`src/rtl/pipe_adder_n.sv`:
```
// pipe_adder_n: WIDTH-bit add/subtract with the carry chain split into
// WIDTH/LANE registered stages. Elastic valid/ready handshake with a single
// global advance enable: the whole pipe moves or the whole pipe holds.

// One LANE-bit slice of the carry chain.
module pipe_adder_lane #(
  parameter int LANE = 4
) (
  input  logic [LANE-1:0] a,
  input  logic [LANE-1:0] b,
  input  logic            ci,
  output logic [LANE-1:0] s,
  output logic            co
);
  logic [LANE:0] sum;

  // Widen explicitly so the carry out lands in the top bit.
  assign sum = {1'b0, a} + {1'b0, b} + {{LANE{1'b0}}, ci};
  assign s   = sum[LANE-1:0];
  assign co  = sum[LANE];
endmodule

module pipe_adder_n #(
  parameter int WIDTH = 16,
  parameter int LANE  = 4
) (
  input  logic             clk,
  input  logic             rst_n,
  input  logic             in_valid,
  output logic             in_ready,
  input  logic [WIDTH-1:0] inA,
  input  logic [WIDTH-1:0] inB,
  input  logic             cin,
  input  logic             sub,
  output logic             out_valid,
  input  logic             out_ready,
  output logic [WIDTH-1:0] s,
  output logic             cout,
  output logic             ovf
);
  localparam int STAGES = WIDTH / LANE;

  // Stage registers. Stage k holds the operands, the result slices finished
  // so far (slices 0..k) and the carry out of slice k.
  logic [STAGES-1:0]            vld_pipe;
  logic [STAGES-1:0]            c_pipe;
  logic [STAGES-1:0][WIDTH-1:0] a_pipe;
  logic [STAGES-1:0][WIDTH-1:0] b_pipe;
  logic [STAGES-1:0][WIDTH-1:0] s_pipe;
  logic                         ovf_q;

  // Stage inputs: stage 0 sees the port, stage k sees stage k-1.
  logic [STAGES-1:0]            v_src;
  logic [STAGES-1:0]            c_src;
  logic [STAGES-1:0][WIDTH-1:0] a_src;
  logic [STAGES-1:0][WIDTH-1:0] b_src;
  logic [STAGES-1:0][WIDTH-1:0] s_src;

  logic [STAGES-1:0][LANE-1:0]  sl;
  logic [STAGES-1:0]            co;
  logic                         en;
  logic                         ovf_nxt;

  // Pipe advances unless a finished result is waiting on the consumer.
  assign en       = !vld_pipe[STAGES-1] || out_ready;
  assign in_ready = en;

  // Route each stage's source. Subtract folds into an add of ~B with ~borrow.
  always_comb begin
    v_src    = '0;
    c_src    = '0;
    a_src    = '0;
    b_src    = '0;
    s_src    = '0;
    v_src[0] = in_valid;
    a_src[0] = inA;
    b_src[0] = sub ? ~inB : inB;
    c_src[0] = sub ? ~cin : cin;
    for (int k = 1; k < STAGES; k++) begin
      v_src[k] = vld_pipe[k-1];
      c_src[k] = c_pipe[k-1];
      a_src[k] = a_pipe[k-1];
      b_src[k] = b_pipe[k-1];
      s_src[k] = s_pipe[k-1];
    end
  end

  genvar g;
  generate
    for (g = 0; g < STAGES; g++) begin : g_lane
      pipe_adder_lane #(.LANE(LANE)) u_lane (
        .a  (a_src[g][g*LANE +: LANE]),
        .b  (b_src[g][g*LANE +: LANE]),
        .ci (c_src[g]),
        .s  (sl[g]),
        .co (co[g])
      );
    end
  endgenerate

  // Signed overflow from the effective operand MSBs and the final result MSB.
  always_comb begin
    ovf_nxt = (a_src[STAGES-1][WIDTH-1] == b_src[STAGES-1][WIDTH-1]) &&
              (sl[STAGES-1][LANE-1] != a_src[STAGES-1][WIDTH-1]);
  end

  // Shift every stage together on en; bubbles ride along as valid=0.
  always_ff @(posedge clk or negedge rst_n) begin
    if (!rst_n) begin
      vld_pipe <= '0;
      c_pipe   <= '0;
      a_pipe   <= '0;
      b_pipe   <= '0;
      s_pipe   <= '0;
      ovf_q    <= 1'b0;
    end else if (en) begin
      for (int k = 0; k < STAGES; k++) begin
        vld_pipe[k]                  <= v_src[k];
        c_pipe[k]                    <= co[k];
        a_pipe[k]                    <= a_src[k];
        b_pipe[k]                    <= b_src[k];
        s_pipe[k]                    <= s_src[k];
        s_pipe[k][k*LANE +: LANE]    <= sl[k];
      end
      ovf_q <= ovf_nxt;
    end
  end

  // Operands in the last stage have no consumer.
  logic unused_ok;
  assign unused_ok = &{1'b0, a_pipe[STAGES-1], b_pipe[STAGES-1]};

  assign out_valid = vld_pipe[STAGES-1];
  assign s         = s_pipe[STAGES-1];
  assign cout      = c_pipe[STAGES-1];
  assign ovf       = ovf_q;
endmodule

```
`config.mk`:
```
export PLATFORM = sky130hd
export DESIGN_NAME = pipe_adder_n
export DESIGN_NICKNAME = d
export VERILOG_FILES = /design/src/rtl/pipe_adder_n.sv
export SDC_FILE = /design/constraint.sdc
export NUM_CORES = 1
export LEC_CHECK = 0
export ABC_AREA = 1
export CAP_MARGIN = 25
export CORE_UTILIZATION = 25
export CTS_BUF_LIST = sky130_fd_sc_hd__clkbuf_8
export CTS_CLUSTER_SIZE = 30
export DETAILED_ROUTE_END_ITERATION = 6
export SYNTH_ARGS = -nofsm -noshare
export SYNTH_HDL_FRONTEND = slang
export SYNTH_SLANG_ARGS = --single-unit
```
`constraint.sdc`:
```
create_clock -name clk -period 1.5 [get_ports clk]
set_input_delay 0.3 -clock clk [delete_from_list [all_inputs] [get_ports clk]]
set_output_delay 0.3 -clock clk [all_outputs]
set_load 0.01 [all_outputs]
```
After elaboration in Yosys (flattened, before gate mapping)
Cells that the tools add are included.

Input port bits: 38. Register bits: 145. Output and inout bits: 20.

Equality and inequality tests: 2. Reduce and logical (&&, ||, !) cells: 3. Bitwise operators: 2. Add/subtract/negate cells: 8. Multiplexer cells: 2.

Operator list (number): $add A4 B4 Y5 (4); $add A5 B1 Y5 (4); $mux W16 (1); $not A16 Y16 (1); $eq A1 B1 Y1 (1); $logic_and A1 B1 Y1 (1); $logic_not A1 Y1 (1); $logic_or A1 B1 Y1 (1); $mux W1 (1); $ne A1 B1 Y1 (1); $not A1 Y1 (1).

Logic depth before layout (Yosys ltp)
Depth in word-level cells: 4. Gate-level depth with buffers: 11. Depth with buffers taken out: 9.

Modules after synthesis
A second synthesis with hierarchy kept.

Cells, all modules: 527. Area, all modules: 4563.1 µm².

Modules (own cells, without submodules): pipe_adder_n (instances 1, cells an instance 427, area an instance 3902.5 µm²); pipe_adder_lane (instances 4, cells an instance 25, area an instance 165.2 µm²).

Worst setup path before layout
OpenSTA, ideal clock, no wires.

Path type: in2reg. From: in sub. To: reg s_pipe[1] (netlist name). Required time: 1417 ps. Slack: -362 ps. Stages on the path: 7. Arrival time: 1779 ps. Buffers on the path: 2. Setup time: 83 ps. Path through: buf_4 > buf_6 > xor2_1 > fa_1 > inv_1 > fa_1 > o21ai_0.

Word-level cells in the longest chain between the ends: 3.

Ends and longest elaborated chain: from (decl) (line 34) `input logic sub,`; $mux W16 (line 77) `b_src[0] = sub ? ~inB : inB;`; $add A4 B4 Y5 (line 18) `assign sum = {1'b0, a} + {1'b0, b} + {{LANE{1'b0}}, ci};`; $add A5 B1 Y5 (*) (line 18); to (signal, indexed assignment) (line 122) `s_pipe[k] <= s_src[k];`; to (signal, indexed assignment) (line 123) `s_pipe[k][k*LANE +: LANE] <= sl[k];`; to (decl) (line 49) `logic [STAGES-1:0][WIDTH-1:0] s_pipe;`.

Mark *: on every way between the ends. The rest lies on a longest branch, timed or not. A chain may end at the register's enable or synchronous reset.

Final worst setup path
From: reg a_pipe[4] (netlist name). To: reg c_pipe[1].

Word-level cells in the longest chain between the ends: 2.

Ends and longest elaborated chain: from (decl) (line 47) `logic [STAGES-1:0][WIDTH-1:0] a_pipe;`; from (signal, indexed assignment) (line 120) `a_pipe[k] <= a_src[k];`; $add A4 B4 Y5 (line 18); $add A5 B1 Y5 (line 18); to (signal, indexed assignment) (line 119) `c_pipe[k] <= co[k];`; to (decl) (line 46) `logic [STAGES-1:0] c_pipe;`.

No other way between the ends.

==> report_table.html <==
<table>
<tr><th>Metric</th><th>Value</th></tr>
<tr><th colspan="2">Clock network</th></tr>
<tr><td>Maximum clock insertion buffer count</td><td>2</td></tr>
<tr><td>Clock sink total</td><td>97</td></tr>
<tr><td>Clock transition at the registers of the reported paths</td><td>90 ps</td></tr>
<tr><td>Clock root buffer</td><td>clkbuf_8</td></tr>
<tr><td>Clock latency at the later pin of the worst-skew pair</td><td>370 ps</td></tr>
<tr><td>CTS Buf Count</td><td>9</td></tr>
<tr><td>TritonCTS clock tree</td><td>yes</td></tr>
<tr><td>H-tree levels</td><td>3</td></tr>
<tr><th colspan="2">Finish</th></tr>
<tr><td>Area of all placed cells without fillers</td><td>0.00555 sq mm</td></tr>
<tr><td>Number of fill cells in the layout</td><td>1831</td></tr>
<tr><td>Area of the multi-input gates</td><td>0.00171 sq mm</td></tr>
<tr><td>Leading cell types in the layout, fill and taps excluded</td><td>nand2_1 (174), dfrtp_1 (97), o21ai_0 (39), inv_1 (35), clkdlybuf4s50_1 (32)</td></tr>
<tr><td>Layout area overhead</td><td>23.6%</td></tr>
<tr><td>Count of inserted antenna diode cells</td><td>0</td></tr>
<tr><td>Final core utilization</td><td>31.8%</td></tr>
<tr><td>Most common cell after layout, fill and taps aside</td><td>nand2_1</td></tr>
<tr><td>Number of nets at the end of the flow</td><td>607</td></tr>
<tr><td>Fraction of final layout cells sized beyond drive strength 1</td><td>13.7%</td></tr>
<tr><td>Sequential standard cell area</td><td>0.00243 sq mm</td></tr>
<tr><th colspan="2">Floorplanning</th></tr>
<tr><td>DIE AREA</td><td>0.0185 sq mm</td></tr>
<tr><td>CORE AREA</td><td>0.0174 sq mm</td></tr>
<tr><td>Effective utilization at floorplan</td><td>25.8%</td></tr>
<tr><td>Die Span X</td><td>136 um</td></tr>
<tr><td>Die H</td><td>136 um</td></tr>
<tr><td>Top-level port count</td><td>58</td></tr>
<tr><td>Total number of placement rows</td><td>48</td></tr>
<tr><th colspan="2">Synthesis</th></tr>
<tr><td>Register area share after synthesis</td><td>54.1%</td></tr>
<tr><td>Synthesized instance count</td><td>495</td></tr>
<tr><td>Yosys top cell by area</td><td>dfrtp_1</td></tr>
<tr><td>Distinct cell type count of the synthesized netlist</td><td>21</td></tr>
<tr><td>Cell area after synthesis</td><td>0.00449 sq mm</td></tr>
<tr><td>Number of warnings printed during yosys synthesis</td><td>0</td></tr>
<tr><td>Post-synthesis sequential element count</td><td>97</td></tr>
<tr><td>Dominant cells by area after synthesis</td><td>dfrtp_1 (54%), nand2_1 (15%), o21ai_0 (4.9%)</td></tr>
<tr><td>Total nets after synthesis</td><td>553</td></tr>
<tr><td>Mean instance size in the synthesized netlist</td><td>9.07 sq um</td></tr>
<tr><td>Top-area cell type share of the netlist area</td><td>54.1%</td></tr>
<tr><th colspan="2">Global routing</th></tr>
<tr><td>Grt ovf</td><td>0</td></tr>
<tr><td>Global-route total usage across every layer</td><td>10.4%</td></tr>
<tr><td>Initial antenna violation count</td><td>0</td></tr>
<tr><td>First-pass GRT wire length</td><td>15.0 mm</td></tr>
<tr><td>Vias in the first global route</td><td>3158</td></tr>
<tr><td>Largest net degree at the start of global routing</td><td>88</td></tr>
<tr><th colspan="2">Routing</th></tr>
<tr><td>Via-per-instance ratio</td><td>3.96</td></tr>
<tr><td>Detailed Routing Iterations Pass 1</td><td>4</td></tr>
<tr><td>Violation count after the first detailed-routing iteration</td><td>217</td></tr>
<tr><td>Number of nets still failing antenna checks after routing</td><td>0</td></tr>
<tr><td>Routed vias</td><td>3088</td></tr>
<tr><td>Highest metal layer with signal wires</td><td>met4</td></tr>
<tr><td>Met1 wire length</td><td>4.61 mm</td></tr>
<tr><td>Detailed route wirelength on metal3</td><td>327 um</td></tr>
<tr><td>Drc violations</td><td>0</td></tr>
<tr><td>Routed met2 length</td><td>3.77 mm</td></tr>
<tr><td>Drt total wl</td><td>8.89 mm</td></tr>
<tr><td>Routed WL per cell</td><td>11.4 um</td></tr>
<tr><th colspan="2">Pwr</th></tr>
<tr><td>Leakage power</td><td>2.70 nW</td></tr>
<tr><td>Pwr per Cell Area</td><td>1810 mW/mm^2</td></tr>
<tr><td>Maximum ir drop on the vdd rail</td><td>0.540 mV</td></tr>
<tr><th colspan="2">STA</th></tr>
<tr><td>Clk_skew</td><td>9.28 ps</td></tr>
<tr><td>Final Hold Viols</td><td>0</td></tr>
<tr><td>Final Max Tran Viols</td><td>0</td></tr>
<tr><td>Setup repair after global routing missed its margin</td><td>true</td></tr>
<tr><td>Setup ws final</td><td>-85.8 ps</td></tr>
<tr><td>Time the final worst path needs with I/O delays and setup</td><td>1590 ps</td></tr>
<tr><td>Fmax</td><td>631 MHz</td></tr>
<tr><td>Ratio of final minimum period to clock period</td><td>106%</td></tr>
<tr><td>Number of setup violations in the final report</td><td>4</td></tr>
<tr><td>Actual transition at the worst max-transition pin</td><td>352 ps</td></tr>
<tr><td>Max-Slew Margin vs Limit</td><td>76.5%</td></tr>
<tr><th colspan="2">Worst setup path</th></tr>
<tr><td>Crit-path leading delay family</td><td>adder cells</td></tr>
<tr><td>Peak per-stage delay on the critical path</td><td>420 ps</td></tr>
<tr><td>Minimum setup slack among reg-to-reg paths</td><td>-90 ps</td></tr>
<tr><td>Worst r2r path cells</td><td>6</td></tr>
<tr><td>Critical-path maximum fanout</td><td>2</td></tr>
<tr><td>Number of gates on the worst path with buffers counted</td><td>6</td></tr>
<tr><td>Capturing element type of the critical path</td><td>flip-flop</td></tr>
<tr><td>Most prevalent standard cell on the critical path</td><td>fa_2</td></tr>
<tr><td>Critical setup path kind</td><td>flip-flop to flip-flop</td></tr>
<tr><td>Worst path bufs/invs</td><td>1</td></tr>
<tr><td>Arrival time at the worst endpoint</td><td>1840 ps</td></tr>
<tr><td>Cells along the critical path</td><td>fa_2 -&gt; fa_2 -&gt; nand2_2 -&gt; inv_2 -&gt; o21ai_1 -&gt; a21oi_1</td></tr>
<tr><td>CP Launch Type</td><td>flip-flop</td></tr>
<tr><td>Crit path required time</td><td>1760 ps</td></tr>
<tr><td>Worst path slowest cell</td><td>fa_2</td></tr>
<tr><th colspan="2">Placement</th></tr>
<tr><td>HPWL after DPL</td><td>5.99 mm</td></tr>
<tr><td>Instance area at placement</td><td>0.00526 sq mm</td></tr>
<tr><td>Quantity of I/O buffers inserted on ports</td><td>57</td></tr>
<tr><td>Last weighted congestion value of the routability-driven placer</td><td>0.765</td></tr>
<tr><th colspan="2">Run status</th></tr>
<tr><td>Violations in the final reports</td><td>negative setup slack</td></tr>
<tr><td>Status</td><td>finished with violations</td></tr>
<tr><th colspan="2">Worst hold path</th></tr>
<tr><td>Cell depth of the worst min-delay path</td><td>4</td></tr>
<tr><td>Hold Crit Class</td><td>primary input to flip-flop</td></tr>
<tr><th colspan="2">Job</th></tr>
<tr><td>Max_cap viols</td><td>0</td></tr>
</table>
==> cell type report <==
cell class / count / share of cell area, %
multi-input cells: 318 / 30.9
repair buffers: 82 / 14.1
inverters: 41 / 2.77
well taps: 225 / 5.08
clock buffers: 9 / 2.23
clock inverters: 7 / 1.15
flip-flops and latches: 97 / 43.8
==> registers in the layout, summed over array words and instances (netlist names) <==
register  cells
s_pipe       24
s            16
c_pipe        4
a_pipe       24
b_pipe       24
vld_pipe      4
ovf           1
==> metrics by stage <==
step	power [mW]	hold slack (ps)	setup TNS, ps	worst slack (ps)	cells
floorplan	7.26	4.41	-735	-238	495
global placement	8.26	235	-13500	-683	754
detailed placement	8.35	236	-13990	-723	754
CTS	9.95	367	-153	-65.7	774
global route	11.0	333	-471	-142	779
finish	10.0	321	-155	-85.8	779
==> final timing paths <==
| path | start | end |
|---|---|---|
| max | a_pipe[4]$_DFFE_PN0P_ | c_pipe[1]$_DFFE_PN0P_ |
| min | sub | b_pipe[12]$_DFFE_PN0P_ |
| max reg2reg | a_pipe[4]$_DFFE_PN0P_ | c_pipe[1]$_DFFE_PN0P_ |
| min reg2reg | s_pipe[2]$_DFFE_PN0P_ | s_pipe[18]$_DFFE_PN0P_ |
| max in group asynchronous | rst_n | s_pipe[2]$_DFFE_PN0P_ |
| min in group asynchronous | rst_n | s[15]$_DFFE_PN0P_ |
==> worst register-to-register path, stage by stage (launching register included) <==
cell     delay [ps]
dfrtp_1         410
fa_2            420
fa_2            360
nand2_2          70
inv_2            40
o21ai_1         110
a21oi_1          80
==> logic make-up (layout without fill, tap and decap cells) <==
group	Yosys count	after routing	share of synthesized area [%]
AOI/OAI and AO/OA	65	65	7.47
xor gates and xnor gates	17	17	3.32
adders and majority gates	20	20	6.91
buffers and inverters	80	139	9.56
DFF	97	97	54.1
and+or+nand+nor	216	216	18.7
==> power breakdown <==
| part | internal, mW | total, mW | leakage, nW | switching, mW |
|---|---|---|---|---|
| clock network | 0.756 | 1.65 | 0.102 | 0.890 |
| registers | 3.77 | 4.36 | 1.17 | 0.589 |
| logic | 1.76 | 4.01 | 1.43 | 2.26 |
| total | 6.29 | 10.0 | 2.70 | 3.74 |
==> repair_timing <==
| item | in CTS | in global routing |
|---|---|---|
| endpoints found under the hold margin | 21 | 0 |
| resized for setup | 33 | 28 |
| hold buffers | 1 | 0 |
| gates cloned | 0 | 0 |
| setup endpoints to repair | 30 | 13 |
| pin swaps | 11 | 11 |
| setup buffers | 3 | 5 |
==> routing by layer <==
layer / vias to the layer above / global-route usage [%]
li1: 1626 / -
met1: 1404 / 14.1
met2: 46 / 15.4
met5: - / 0
met4: 0 / 4.38
met3: 12 / 2.87
==> synthesized netlist by cell type <==
cell type,count
nand2_1,181
xor2_1,4
inv_1,40
nor2_2,1
nand3_1,16
fa_1,8
inv_2,1
or2_2,2
nor2_1,16
a21oi_1,8
dfrtp_1,97
buf_2,7
buf_6,5
o22ai_2,1
xnor2_1,13
o21ai_0,44
clkbuf_1,5
o21ai_1,11
ha_1,12
buf_4,22
o31ai_1,1
(Power assumes the default switching activity.)
